===== config.mk =====
export PLATFORM = sky130hd
export DESIGN_NAME = video_timing_gen
export DESIGN_NICKNAME = d
export VERILOG_FILES = /design/src/rtl/video_timing_gen.sv
export SDC_FILE = /design/constraint.sdc
export NUM_CORES = 1
export LEC_CHECK = 0
export CAP_MARGIN = 40
export CORE_MARGIN = 2
export CORE_UTILIZATION = 40
export CTS_CLUSTER_DIAMETER = 60
export CTS_CLUSTER_SIZE = 8
export DETAILED_ROUTE_END_ITERATION = 12
export PLACE_DENSITY = 0.61
export SETUP_SLACK_MARGIN = 0.05
export SYNTH_ARGS = -nofsm -noshare
export SYNTH_HDL_FRONTEND = slang
export SYNTH_SLANG_ARGS = --single-unit

===== constraint.sdc =====
create_clock -name clk -period 4.1 [get_ports clk]
set_clock_uncertainty 0.2 [all_clocks]
set_input_delay 0.82 -clock clk [delete_from_list [all_inputs] [get_ports clk]]
set_output_delay 0.82 -clock clk [all_outputs]
set_load 0.03 [all_outputs]

===== src/rtl/video_timing_gen.sv =====
// Raster timing generator: horizontal/vertical counters with sync, visible, fetch and
// logical-pixel outputs, all registered and aligned to the same raster position.
module video_timing_gen #(
  parameter int unsigned H_VISIBLE  = 640,
  parameter int unsigned H_FRONT    = 16,
  parameter int unsigned H_SYNC     = 96,
  parameter int unsigned H_BACK     = 48,
  parameter int unsigned V_VISIBLE  = 480,
  parameter int unsigned V_FRONT    = 10,
  parameter int unsigned V_SYNC     = 2,
  parameter int unsigned V_BACK     = 33,
  parameter bit          H_SYNC_POL = 1'b0,
  parameter bit          V_SYNC_POL = 1'b0,
  parameter int unsigned FETCH_LEAD = 8,
  parameter int unsigned CW         = 11
) (
  input  logic          clk,
  input  logic          reset_i,
  input  logic          enable_i,
  input  logic [1:0]    h_rep_i,
  input  logic [1:0]    v_rep_i,
  output logic          hsync_o,
  output logic          vsync_o,
  output logic          visible_o,
  output logic [CW-1:0] h_count_o,
  output logic [CW-1:0] v_count_o,
  output logic [CW-1:0] pix_x_o,
  output logic [CW-1:0] pix_y_o,
  output logic          line_start_o,
  output logic          frame_start_o,
  output logic          fetch_o,
  output logic          fetch_start_o
);

  localparam int unsigned H_OFF   = H_FRONT + H_SYNC + H_BACK;
  localparam int unsigned H_TOTAL = H_OFF + H_VISIBLE;
  localparam int unsigned V_TOTAL = V_VISIBLE + V_FRONT + V_SYNC + V_BACK;

  localparam logic [CW-1:0] HSyncLo  = CW'(H_FRONT);
  localparam logic [CW-1:0] HSyncHi  = CW'(H_FRONT + H_SYNC);
  localparam logic [CW-1:0] HOff     = CW'(H_OFF);
  localparam logic [CW-1:0] HLast    = CW'(H_TOTAL - 1);
  localparam logic [CW-1:0] VVis     = CW'(V_VISIBLE);
  localparam logic [CW-1:0] VSyncLo  = CW'(V_VISIBLE + V_FRONT);
  localparam logic [CW-1:0] VSyncHi  = CW'(V_VISIBLE + V_FRONT + V_SYNC);
  localparam logic [CW-1:0] VLast    = CW'(V_TOTAL - 1);
  localparam logic [CW-1:0] FetchLo  = CW'(H_OFF - FETCH_LEAD);
  localparam logic [CW-1:0] FetchHi  = CW'(H_TOTAL - FETCH_LEAD - 1);

  if (FETCH_LEAD > H_OFF || FETCH_LEAD < 1 || H_VISIBLE < 1 || H_FRONT < 1 || H_SYNC < 1 ||
      H_BACK < 1 || V_VISIBLE < 1 || V_FRONT < 1 || V_SYNC < 1 || V_BACK < 1 ||
      H_TOTAL >= (2 ** CW) || V_TOTAL >= (2 ** CW)) begin : g_bad_params
    $error("video_timing_gen: invalid timing parameters");
  end

  typedef enum logic [1:0] {HPreSync, HSync, HPostSync, HVisible} h_state_e;
  typedef enum logic [1:0] {VVisible, VPreSync, VSync, VPostSync} v_state_e;

  logic          run_q;
  logic          en_q;
  logic [1:0]    hrep_q, vrep_q, hsub_q, vsub_q;
  logic          frame_end, en_eff;
  logic [1:0]    hrep_eff, vrep_eff, hsub_d, vsub_d;
  logic [CW-1:0] h_nxt, v_nxt, pix_x_d, pix_y_d;
  h_state_e      h_st;
  v_state_e      v_st;

  // Outputs are computed from the position the counters move to on this edge, so every
  // registered output describes the same h_count_o/v_count_o.
  always_comb begin
    frame_end = run_q && (h_count_o == HLast) && (v_count_o == VLast);
    en_eff    = frame_end ? enable_i : en_q;
    hrep_eff  = frame_end ? h_rep_i  : hrep_q;
    vrep_eff  = frame_end ? v_rep_i  : vrep_q;

    h_nxt = '0;
    v_nxt = '0;
    if (run_q) begin
      if (h_count_o == HLast) begin
        v_nxt = (v_count_o == VLast) ? '0 : v_count_o + 1'b1;
      end else begin
        h_nxt = h_count_o + 1'b1;
        v_nxt = v_count_o;
      end
    end

    if (h_nxt < HSyncLo)      h_st = HPreSync;
    else if (h_nxt < HSyncHi) h_st = HSync;
    else if (h_nxt < HOff)    h_st = HPostSync;
    else                      h_st = HVisible;

    if (v_nxt < VVis)         v_st = VVisible;
    else if (v_nxt < VSyncLo) v_st = VPreSync;
    else if (v_nxt < VSyncHi) v_st = VSync;
    else                      v_st = VPostSync;

    pix_x_d = '0;
    hsub_d  = '0;
    if (h_st == HVisible && h_nxt != HOff) begin
      if (hsub_q == hrep_eff) begin
        pix_x_d = pix_x_o + 1'b1;
      end else begin
        pix_x_d = pix_x_o;
        hsub_d  = hsub_q + 1'b1;
      end
    end

    pix_y_d = pix_y_o;
    vsub_d  = vsub_q;
    if (h_nxt == '0) begin
      if (v_st == VVisible && v_nxt != '0) begin
        if (vsub_q == vrep_eff) begin
          pix_y_d = pix_y_o + 1'b1;
          vsub_d  = '0;
        end else begin
          vsub_d  = vsub_q + 1'b1;
        end
      end else begin
        pix_y_d = '0;
        vsub_d  = '0;
      end
    end
  end

  always_ff @(posedge clk or posedge reset_i) begin
    if (reset_i) begin
      run_q         <= 1'b0;
      en_q          <= 1'b0;
      hrep_q        <= '0;
      vrep_q        <= '0;
      hsub_q        <= '0;
      vsub_q        <= '0;
      h_count_o     <= '0;
      v_count_o     <= '0;
      pix_x_o       <= '0;
      pix_y_o       <= '0;
      hsync_o       <= ~H_SYNC_POL;
      vsync_o       <= ~V_SYNC_POL;
      visible_o     <= 1'b0;
      line_start_o  <= 1'b0;
      frame_start_o <= 1'b0;
      fetch_o       <= 1'b0;
      fetch_start_o <= 1'b0;
    end else begin
      // First edge after reset presents position (0,0) rather than advancing past it.
      run_q         <= 1'b1;
      en_q          <= en_eff;
      hrep_q        <= hrep_eff;
      vrep_q        <= vrep_eff;
      hsub_q        <= hsub_d;
      vsub_q        <= vsub_d;
      h_count_o     <= h_nxt;
      v_count_o     <= v_nxt;
      pix_x_o       <= pix_x_d;
      pix_y_o       <= pix_y_d;
      hsync_o       <= (h_st == HSync) ? H_SYNC_POL : ~H_SYNC_POL;
      vsync_o       <= (v_st == VSync) ? V_SYNC_POL : ~V_SYNC_POL;
      visible_o     <= en_eff && h_st == HVisible && v_st == VVisible;
      line_start_o  <= h_nxt == '0;
      frame_start_o <= h_nxt == '0 && v_nxt == '0;
      fetch_o       <= en_eff && v_st == VVisible && h_nxt >= FetchLo && h_nxt <= FetchHi;
      fetch_start_o <= en_eff && v_st == VVisible && h_nxt == FetchLo;
    end
  end

endmodule

==> qor.csv <==
metric,value,unit
Fmax achieved,0.265,GHz
die width,97.7,um
CP Capture Type,register,
top cell type by total area after synthesis,dfrtp_1,
actual slew at the worst max-slew pin,669,ps
library cells used by synthesis,53,
Rel. slew slack,54.8,%
Iter 0 DRT Violations,93,
largest net degree at the start of global routing,27,
DR vias/cell,5.52,
Die Ht,97.7,um
met3 wire length,487,um
IO Pins,58,
root buffer cell,clkbuf_8,
dpl cells,539,
YS warnings,0,
GRT overflow,0,
NumNets Final,454,
Post-CTS Setup Bufs,0,
Post-Syn Area,3510,um^2
drt wl/cell,15.7,um
sequential area share after synthesis,43.6,%
clock sink count,61,
Worst path most repeated cell,or3_1,
P_leak,1.78,nW
TritonRoute pass-1 iters,4,
clock latency on the worst-skew pair,340,ps
CTS hold repair buffers,0,
worst-path cell chain,or4_4 > o31ai_4 > a31oi_1 > or3_1 > or3_1 > buf_4 > or4_1 > a21oi_1,
"delay-heaviest family, CP",simple AND/OR/NAND/NOR gates,
most frequent cell after synthesis,dfrtp_1,
crit path launch type,register,
fill cell count,807,
Port Buffers,57,
"Hold Vio Cnt, Final",0,
fin crit period,3780,ps
GP Congestion,0.907,
Max Cap Viol,0,
TritonCTS clock tree,built,
first-pass GRT wire length,14800,um
DIE AREA,9540,um^2
Overall Global Routing Usage,19.0,%
Seq cells post-synth,61,
clk buf depth,2,
R2R Setup Slk,320,ps
met1 WL,4020,um
H-tree levels,3,
area of the multi-input gates,1830,um^2
Antenna Cells,0,
Commonest cells post-synth,"dfrtp_1, nor2_1, nand2_1",
clock slew at reported path FFs,70,ps
hpwl dp,6550,um
Slew Limit Fails,0,
share of layout cells above drive strength 1,10.1,%
synthesis-to-finish area growth,25.5,%
CTS Buf Count,9,
DR vias,3052,
# rows,34,
Starting Density,40.8,%
"Max FO, Critical Path",15,
Post-DRT Antenna Nets,0,
Max VDD drop,0.136,mV
PD cells,263,nW/um^2
Post-synth EDFFs,0,
RSZ-0062 raised after global routing,false,
largest stage delay on the critical path,660,ps
antenna violations before repair,0,
status,finished clean,
core area,8590,um^2
Synth top area share,42.1,%
DR DRC count,0,
number of global-route vias before repair,2935,
Top Metal Used,met4,
WL final,8700,um
syn_area_per_cell,9.31,um^2
"Async S/R FF share, synth",100,%
slowest CP cell,or4_4,
CP Data Required Time,4170,ps
post-synth net total,389,
WL met2,4140,um
Post-CTS Resized,0,
register area,1530,um^2
Final Setup Violations,0,
ys flop type,dfrtp_1,
HP Class,reg -> reg,
Final Cycle Share,92.2,%
Syn Inst Count,377,
Final Non-Filler Cells,553,
CP bufs+invs,1,
worst setup path category,reg -> reg,
CP arrival,3840,ps
top post-synthesis cells by area,"dfrtp_1, xnor2_1, nor2_1",
Fin Setup TNS,0,ps
-- metrics by stage --
step / worst slack [ps] / hold slack [ps] / cell area [um^2] / total power [mW] / util, %
2_1_floorplan: 548 / 259 / 3510 / 0.668 / -
3_3_place_gp: 217 / 269 / 4210 / 0.698 / 49.0
3_5_place_dp: 318 / 298 / 4240 / 0.701 / 49.3
4_1_cts: 322 / 305 / 4400 / 1.17 / 51.2
5_1_grt: 63.9 / 326 / 4400 / 1.21 / 51.2
6_report: 321 / 295 / 4400 / 1.16 / 51.2
-- metal layers --
| metal | up-vias | track usage (%) |
|---|---|---|
| met3 | 6 | 4.75 |
| li1 | 1500 | - |
| met2 | 86 | 29.2 |
| met1 | 1460 | 26.5 |
| met4 | 0 | 5.77 |
| met5 | - | 0 |
-- worst paths after layout --
kind                              start      endpoint  cells past startpoint
setup / recovery           h_count_o[5]    pix_y_o[4]                      8
hold / removal                hsub_q[0]     hsub_q[0]                      1
setup reg to reg           h_count_o[5]    pix_y_o[4]                      8
hold reg to reg               hsub_q[0]     hsub_q[0]                      1
max in group asynchronous       reset_i  h_count_o[8]                      4
min in group asynchronous       reset_i  v_count_o[1]                      2
-- logic make-up after synthesis --
family                   synth area share [%]
other                                   0.107
flip-flops                               43.6
XOR/XNOR                                 7.74
adder cells (fa/ha/maj)                  1.78
AO/OA/AOI/OAI                            11.3
AND/OR/NAND/NOR                          29.0
buffers and inverters                    4.39
multiplexers                             2.18
-- where the power goes --
| group | internal (mW) | switching, mW |
|---|---|---|
| clock | 0.244 | 0.223 |
| combinational | 0.0268 | 0.0495 |
| sequential | 0.607 | 0.00580 |
-- placed cells by master (no fill, tap or decap), types with 2 or more instances in the layout --
cell type | synthesis | final
dfrtp_1 | 59 | 59
clkdlybuf4s50_1 | 0 | 57
nor2_1 | 43 | 43
nand2_1 | 27 | 27
xnor2_1 | 22 | 22
nand3_1 | 21 | 21
buf_4 | 0 | 14
nand4_1 | 13 | 13
a21oi_1 | 12 | 12
inv_1 | 12 | 11
clkbuf_8 | 0 | 11
or4_1 | 10 | 10
nor4_1 | 9 | 9
and3_1 | 9 | 9
xor2_1 | 9 | 9
o21ai_0 | 9 | 9
o31ai_1 | 9 | 9
nor2b_1 | 9 | 9
nor3_1 | 8 | 8
nor4b_1 | 8 | 8
o211ai_1 | 6 | 6
and4_1 | 5 | 5
a31oi_1 | 5 | 5
or3_1 | 5 | 5
mux2_2 | 5 | 5
ha_1 | 5 | 5
nand2b_1 | 4 | 4
and2_1 | 3 | 3
o22ai_1 | 3 | 3
or4_4 | 2 | 2
clkinv_1 | 2 | 2
nor3b_1 | 2 | 2
mux2i_1 | 2 | 2
a311oi_1 | 2 | 2
clkinv_2 | 0 | 2
dfstp_2 | 2 | 2
-- cell type report --
class | instances | share of cell area, %
multi-input combinational | 284 | 41.5
sequential | 61 | 34.7
timing repair buffer | 72 | 15.8
clock buffer | 12 | 3.52
tap | 108 | 3.07
inverter | 14 | 1.19
clock inverter | 2 | 0.227
-- registers in the layout (all words and copies together), names as in the netlist, 2 cells and up --
| signal | count |
|---|---|
| h_count_o | 11 |
| hsub_q | 2 |
| vsub_q | 2 |
| v_count_o | 11 |
| pix_y_o | 11 |
| vrep_q | 2 |
| pix_x_o | 11 |
| hrep_q | 2 |
Power figures use the tool's default switching activity.
